===== src/rtl/switch_debounce5.sv =====
// Purpose : synchronize, polarity-correct and debounce WIDTH switch/button inputs into a stable vector A with edge strobes.
// Latency : a clean level change sampled at edge k reaches A (and rise/fall/changed) at edge k+1+STABLE_CYCLES.
// Backpress: none; free-running stage, strobes are single-cycle pulses with no handshake.
//
// Ports:
//   clk, rst_n      - system clock, asynchronous active-low reset
//   raw_in[W-1:0]   - asynchronous switch / pushbutton pins
//   A[W-1:0]        - debounced, polarity-corrected vector (drives the LUT input)
//   rise/fall[W-1:0]- one-cycle pulse per bit when A[i] goes 0->1 / 1->0
//   changed         - one-cycle pulse when any bit of A changes
module switch_debounce5 #(
    parameter int                 WIDTH         = 5,
    parameter int                 STABLE_CYCLES = 250000,
    parameter int                 CNT_W         = 18,
    parameter logic [WIDTH-1:0]   INVERT_MASK   = 5'b10000
) (
    input  logic             clk,
    input  logic             rst_n,
    input  logic [WIDTH-1:0] raw_in,
    output logic [WIDTH-1:0] A,
    output logic [WIDTH-1:0] rise,
    output logic [WIDTH-1:0] fall,
    output logic             changed
);

    localparam logic [CNT_W-1:0] CNT_TERM = CNT_W'(STABLE_CYCLES - 1);
    localparam logic [CNT_W-1:0] CNT_ONE  = CNT_W'(1);

    logic [WIDTH-1:0] s0_q, s0_d;
    logic [WIDTH-1:0] s1_q, s1_d;
    logic [WIDTH-1:0] a_q, a_d;
    logic [WIDTH-1:0] rise_q, rise_d;
    logic [WIDTH-1:0] fall_q, fall_d;
    logic             changed_q, changed_d;
    logic [CNT_W-1:0] cnt_q [WIDTH];
    logic [CNT_W-1:0] cnt_d [WIDTH];

    always_comb begin
        // Polarity is fixed before the synchronizer so everything downstream is active-high.
        s0_d   = raw_in ^ INVERT_MASK;
        s1_d   = s0_q;
        a_d    = a_q;
        rise_d = '0;
        fall_d = '0;
        for (int i = 0; i < WIDTH; i++) begin
            cnt_d[i] = cnt_q[i];
            if (s1_q[i] == a_q[i]) begin
                // Input agrees with the output: any partial count was bounce.
                cnt_d[i] = '0;
            end else if (cnt_q[i] == CNT_TERM) begin
                // Counter saturates at the terminal count and is cleared as A follows.
                a_d[i]    = s1_q[i];
                cnt_d[i]  = '0;
                rise_d[i] = s1_q[i];
                fall_d[i] = ~s1_q[i];
            end else begin
                cnt_d[i] = cnt_q[i] + CNT_ONE;
            end
        end
        changed_d = |(rise_d | fall_d);
    end

    always_ff @(posedge clk or negedge rst_n) begin
        if (!rst_n) begin
            s0_q      <= '0;
            s1_q      <= '0;
            a_q       <= '0;
            rise_q    <= '0;
            fall_q    <= '0;
            changed_q <= 1'b0;
            for (int i = 0; i < WIDTH; i++) begin
                cnt_q[i] <= '0;
            end
        end else begin
            s0_q      <= s0_d;
            s1_q      <= s1_d;
            a_q       <= a_d;
            rise_q    <= rise_d;
            fall_q    <= fall_d;
            changed_q <= changed_d;
            for (int i = 0; i < WIDTH; i++) begin
                cnt_q[i] <= cnt_d[i];
            end
        end
    end

    assign A       = a_q;
    assign rise    = rise_q;
    assign fall    = fall_q;
    assign changed = changed_q;

endmodule


===== config.mk =====
export PLATFORM = sky130hd
export DESIGN_NAME = switch_debounce5
export DESIGN_NICKNAME = d
export VERILOG_FILES = /design/src/rtl/switch_debounce5.sv
export SDC_FILE = /design/constraint.sdc
export NUM_CORES = 1
export LEC_CHECK = 0
export CORE_ASPECT_RATIO = 0.9
export CORE_MARGIN = 2
export CORE_UTILIZATION = 50
export DETAILED_ROUTE_END_ITERATION = 7
export DONT_BUFFER_PORTS = 1
export PLACE_DENSITY = 0.65
export SYNTH_ARGS = -nofsm -noshare
export SYNTH_HDL_FRONTEND = slang
export SYNTH_SLANG_ARGS = --single-unit

===== constraint.sdc =====
create_clock -name clk -period 4.7 [get_ports clk]
set_clock_uncertainty 0.05 [all_clocks]
set_input_delay 0.94 -clock clk [delete_from_list [all_inputs] [get_ports clk]]
set_output_delay 0.94 -clock clk [all_outputs]
set_load 0.02 [all_outputs]

After elaboration in Yosys (flattened, before gate mapping)
Index checks and enable logic that the tools add are counted.
Word-level totals
  memories kept: 0
  word-level logic and storage cells: 78
  output and inout port bits: 16
  memory bits (read-only): 0
  input port bits: 7
  latch bits: 0
  RAM bits: 0
  register bits: 116
Operators by class
  $lt $le $gt $ge: 0
  bitwise gates (word level): 12
  div/mod/pow operators: 0
  mux-type cells: 30
  eq/ne operators: 10
  $mul: 0
  reductions and logical operators: 6
  shift-type cells: 0
  add/subtract/negate cells: 5
Operators with widths (number)
  2-to-1 mux 18 bit: 10
  adder 18 x 1 -> 18 bit, second input constant: 5
  == test 18 bit, second input constant: 5
  2-to-1 mux 1 bit: 20
  NOT 1 bit: 11
  AND reduction 2 bit: 5
  == test 1 bit: 5
  OR 5 bit: 1
  OR reduction 5 bit: 1

Logic depth before layout (Yosys ltp)
Gate-level depths: netlist of run 1.
  depth after elaboration: 5
  mapped depth: 7
  mapped depth without buffers: 5

Worst setup path after synthesis of run 1
Ideal clock, no wire load.
  path kind: reg-to-reg
  start: register cnt_q[18] (netlist name)
  end: register cnt_q[23] (netlist name)
  arrival: 1.769 ns
  setup time: 0.132 ns
  clock period less this slack: 1.951 ns
  cell stages (with the launch flop): 7
  data required time: 4.518 ns
  path slack: 2.749 ns
  path buffers: 1
  cells stage by stage: dfrtp_1 -> ha_1 -> nand3_1 -> or3_1 -> o21ai_1 -> clkbuf_1 -> nor2_1
RTL lines
  from (decl): line 35  | logic [CNT_W-1:0] cnt_q [WIDTH];
  from (signal, indexed assignment): line 82  | cnt_q[i] <= cnt_d[i];

==> results of run 1 <==
[registers in the layout, indices dropped and copies added, names as in the netlist]
name / cells
cnt_q: 90
changed: 1
s0_q: 5
fall: 5
A: 5
rise: 5
s1_q: 5
[per-stage QoR]
stage	cell area, um^2	setup slack, ns	util
2_1_floorplan	5383	2.749	-
3_3_place_gp	5485	2.426	0.5285
3_5_place_dp	5485	2.256	0.5285
4_1_cts	6143	2.207	0.5919
5_1_grt	6143	1.994	0.5919
6_report	6143	2.209	0.5919
[cell usage in the layout (no fill, tap or decap), types with 17 or more instances in the layout]
cell type	Yosys	layout
nor4_1	21	21
nand2_1	30	30
xor2_1	24	24
xnor2_1	42	42
dfrtp_1	116	116
clkbuf_16	0	17
nand3_1	36	36
a21oi_1	21	21
nor2_1	68	68
nand4_1	18	18
[logic make-up (layout without fill, tap and decap cells)]
logic type / Yosys count / count (layout) / synth area share
AO/OA/AOI/OAI: 48 / 48 / 0.05207
XOR/XNOR: 66 / 66 / 0.1074
adder cells (fa/ha/maj): 5 / 5 / 0.01162
buffers and inverters: 24 / 43 / 0.01859
flip-flops: 116 / 116 / 0.5393
multiplexers: 5 / 5 / 0.01046
AND/OR/NAND/NOR: 262 / 262 / 0.2606
[cell type report]
class | instances | area [um^2]
multi-input cells | 386 | 2380
clock inverters | 15 | 232.7
flip-flops and latches | 116 | 2903
inverters | 11 | 41.29
well taps | 129 | 161.4
clock buffers | 17 | 425.4
fillers | 825 | 4235
[layer usage]
layer,GRT usage,vias to the layer above
met1,0.2607,1894
met3,0.05279,22
met5,0,-
met2,0.3040,66
li1,-,1885
met4,0.08443,0
[power by group through the flow]
stage | sequential (mW) | combinational, mW | clock (mW)
final | 1.03 | 0.0353 | 1.41
after global routing | 1.03 | 0.0401 | 1.48
after CTS | 1.03 | 0.0355 | 1.44
after detailed placement | 1.05 | 0.0352 | 0
after global placement | 1.05 | 0.0338 | 0
after floorplan | 1.04 | 0.0289 | 0
[worst max-delay path by stage]
stage                          from  cells past startpoint        end
after floorplan           cnt_q[18]                      6  cnt_q[23]
after global placement    cnt_q[72]                      5  cnt_q[75]
after detailed placement  cnt_q[18]                      5  cnt_q[22]
after CTS                 cnt_q[18]                      5  cnt_q[30]
after global routing      cnt_q[18]                      5  cnt_q[26]
final                     cnt_q[18]                      5  cnt_q[26]
[critical path, stage by stage, from the launching register on]
cell and delay, ns:
dfrtp_1 0.43, ha_1 0.27, nand3_1 0.13, or3_1 0.37, o21ai_1 0.94, nor2_1 0.14
==> metrics.yaml, run 1 <==
status:
  status: "completed"
sta:
  hold_viol_final: 0
  setup_viol: 0
  period_share: 0.5300
  final_max_slew_viol_count: 0
  whs_ns: 0.1751
  max_slew_margin: 0.1839
  worst_pin_slew_ns: 1.216
  period_needed_ns: 2.491
  rsz0062_at_grt: "no"
  fmax_ghz: 0.4014
  finalSetupTns_ns: 0
clock_network:
  h-tree-depth: 4
  insertion_delay_ns: 0.41
  clk_pin_slew_worst_paths_ns: 0.06
  cts_tree: "built"
  cts_resized: 0
  root_buffer: "clkbuf_16"
  clock_sinks: 116
  cts_made_buffers: 17
  hold_buffers: 0
  postCtsSetupBuffers: 0
  cts_buffer_depth: 2
pwr:
  finalPower_mw: 2.475
  p_comb_frac: 0.014
  vdd.ir_drop.worst_mv: 0.3250
  cellInternalPower_mw: 1.971
  switching_share: 0.2035
  pwr-share-clk: 0.570
  p_leak_nw: 2.440
  p_seq_frac: 0.416
  power_switching_mw: 0.5037
  powerDensity_nw_per_um2: 402.9
synthesis:
  synth_enable_flop_cells: 0
  yosysSeqAreaShare: 0.5393
  mappedNetlistNets: 538
  synth_top_area_frac: 0.5393
  yosys.cell_types.count: 38
  synthCells: 526
  synthArstFlopShare: 1.000
  yosysMostFrequentCell: "dfrtp_1"
  netlist_area_um2: 5383
  syn_avg_cell_area_um2: 10.23
  synth_top_cell_by_area: "dfrtp_1"
  yosys_warnings: 0
  ys_top_cells_by_area: "dfrtp_1 (54%), xnor2_1 (6.8%), nor2_1 (4.7%)"
  synth_common_cells: "dfrtp_1 (116), nor2_1 (68), xnor2_1 (42)"
  synth-seq-cells: 116
  synth_flop_cell: "dfrtp_1"
worst_setup_path:
  critPathMaxFanout: 17
  regToRegStartpoint: "cnt_q[18]"
  r2r_setup_slack_ns: 2.21
  start_kind: "flop"
  arrival_ns: 2.68
  end_kind: "flop"
  ff2ff_path_depth: 5
  worst-setup-path-type: "reg -> reg"
  cp.required_ns: 4.89
  rr_endpoint: "cnt_q[26]"
floorplan:
  die-area_um2: 11610
  design.core.area_um2: 10380
  row_count: 35
  pin_count: 23
  die_width_um: 113.4
  die_y_um: 102.4
  initial_utilization: 0.5186
routing:
  met2_length_mm: 4.713
  wl_per_cell_um: 15.23
  viasPerCell: 5.737
  num_vias: 3867
  postRouteAntennaNets: 0
  top_layer: "met4"
  drt_iter0_drc: 350
  wl_met1_mm: 4.946
  finalWirelength_mm: 10.26
  route.detailed.drc: 0
  wl_met3_um: 402
  drt-pass1-iter-count: 4
hold_path:
  hp-class: "in -> async"
cells_and_area:
  nets: 544
  syn_to_final_growth_pct: 14.13
  n_antenna_cell: 0
  layout.cells.non_filler: 674
  layout-drive-gt1-share: 0.08624
global_route:
  grt-ovfl-total: 0
  antenna_found_initial: 0
  grt_use_total: 0.1952
  grt_pass1_wl_mm: 17.82
  grt_pass1_vias: 3723
  grt_start_max_net_pins: 117
place:
  routabilityCongestion: 0.7861
  portBuffers: 0
  dp_hpwl_mm: 6.503
  dp.cells: 642
run:
  drv_cap: 0
(Power assumes the default switching activity.)
==> run 2, diff against run 1 <==
clock period = 2.61 ns   (was 4.7 ns; I/O delays follow)
==> run 2 against run 1 <==
- register-to-register slack worse by 1.7 ns
- cell count is 0.74% higher
- first-iteration DRC count is 11% lower
- the flow now finishes with violations (negative hold slack)
- count of clock-buffer cells in the layout is 4 higher
- die area stayed put
- via count is 0.23% lower
- global-route usage is 0.28 points higher
- non-clock buffer count is 5 higher
- sequential power is 81% higher
- core utilization is 0.27 points lower
- wire length is 1.7% higher
- combinational power is 99% higher
- largest power group unchanged
==> metrics.yaml, run 2 (same netlist as run 1, synthesis figures left out) <==
status:
  status: "finished, violations left"
  violations: "negative hold slack"
global_route:
  grt_pass1_wl_mm: 18.06
  grt_use_total: 0.1980
  grt_start_max_net_pins: 117
  antenna_found_initial: 0
  grt-ovfl-total: 0
  grt_pass1_vias: 3808
sta:
  fmax_ghz: 0.4758
  max_slew_margin: 0.6668
  worst_pin_slew_ns: 0.4952
  period_share: 0.8052
  hold_viol_final: 116
  rsz0062_at_grt: "no"
  period_needed_ns: 2.102
  final_max_slew_viol_count: 0
  finalSetupTns_ns: 0
  setup_viol: 0
  whs_ns: -0.2358
floorplan:
  row_count: 35
  pin_count: 23
  initial_utilization: 0.5186
  die-area_um2: 11610
  die_width_um: 113.4
  die_y_um: 102.4
  design.core.area_um2: 10380
worst_setup_path:
  end_kind: "flop"
  arrival_ns: 2.32
  start_kind: "flop"
  worst-setup-path-type: "reg -> reg"
  critPathMaxFanout: 17
  cp.required_ns: 2.83
place:
  dp_hpwl_mm: 6.629
  place_area_um2: 5523
  routabilityCongestion: 0.8324
  dp.cells: 647
  portBuffers: 0
cells_and_area:
  layout.cells.non_filler: 679
  layout_commonest_cell: "dfrtp_1"
  largest-register: "cnt_q"
  syn_to_final_growth_pct: 13.62
  stdcell_area_um2: 6116
  nets: 549
  layout-drive-gt1-share: 0.09091
  most-common-layout-cells: "dfrtp_1 (116), nor2_1 (68), xnor2_1 (42)"
  n_antenna_cell: 0
  largest_reg_flops: 90
pwr:
  p_leak_nw: 2.454
  vdd.ir_drop.worst_mv: 0.4726
  powerDensity_nw_per_um2: 692.2
routing:
  finalWirelength_mm: 10.44
  num_vias: 3858
  postRouteAntennaNets: 0
  drt-pass1-iter-count: 4
  viasPerCell: 5.682
  route.detailed.drc: 0
  wl_per_cell_um: 15.38
  drt_iter0_drc: 311
hold_path:
  hp-class: "in -> async"
clock_network:
  root_buffer: "clkbuf_16"
  cts_resized: 0
  cts_tree: "built"
  cts_buffer_depth: 2
  h-tree-depth: 4
  cts_made_buffers: 17
  clk_pin_slew_worst_paths_ns: 0.05
  clock_sinks: 116
  insertion_delay_ns: 0.41
  postCtsSetupBuffers: 0
run:
  drv_cap: 0
## run 2: changes by cell type in the layout (fill, tap and decap cells not counted), sizes merged
cell | before | now
clkinv | 6 | 7
clkbuf | 17 | 21
clkinvlp | 4 | 1
buf | 0 | 5
bufinv | 5 | 3
## run 2: worst paths after layout
check | startpoint | to | slack [ns] | depth (start not counted)
setup / recovery | cnt_q[55] | cnt_q[63] | 0.51 | 5
hold / removal | rst_n | cnt_q[50] | -0.24 | 0
setup reg to reg | cnt_q[55] | cnt_q[63] | 0.51 | 5
hold reg to reg | s0_q[1] | s1_q[1] | 0.30 | 0
max in group asynchronous | rst_n | s0_q[1] | 2.59 | 0
min in group clk | raw_in[0] | s0_q[0] | 0.10 | 0
## run 2: area by class of cell
type | instances | area (um^2)
fill | 870 | 4263
sequential | 116 | 2903
multi-input combinational | 386 | 2380
clock buffer | 21 | 460.4
tap | 129 | 161.4
clock inverter | 11 | 132.6
inverter | 11 | 41.29
timing repair buffer | 5 | 37.54
## run 2: where the power goes
part	switching, mW	internal (mW)	leakage, nW
registers	0.0286	1.83	1.59
clock network	0.770	1.54	0.296
logic	0.0416	0.0287	0.573
total	0.840	3.39	2.45
## run 2: per-layer routing
| metal | track usage | share of wire | vias to the layer above |
|---|---|---|---|
| li1 | - | - | 1893 |
| met1 | 0.2575 | 0.48 | 1909 |
| met2 | 0.3187 | 0.49 | 52 |
| met3 | 0.05635 | 0.033 | 4 |
| met4 | 0.07692 | 0.0053 | 0 |
| met5 | 0 | 0 | - |
## run 2: critical path, cell delays in order (launching register included)
cell and delay [ns]:
dfrtp_1 0.40, ha_1 0.21, nand3_1 0.26, nor4_1 0.52, a21bo_2 0.43, nor2_1 0.09
## run 2: per-stage QoR
step	worst slack (ns)	total power, mW	hold slack (ns)	util
after floorplan	0.6588	1.930	0.1764	-
final	0.5083	4.234	-0.2358	0.5893
after CTS	0.5089	4.288	-0.2541	0.5893
after global routing	0.3259	4.389	-0.2573	0.5893
after global placement	0.6346	1.949	0.1794	0.5321
after detailed placement	0.5316	1.953	0.1792	0.5321
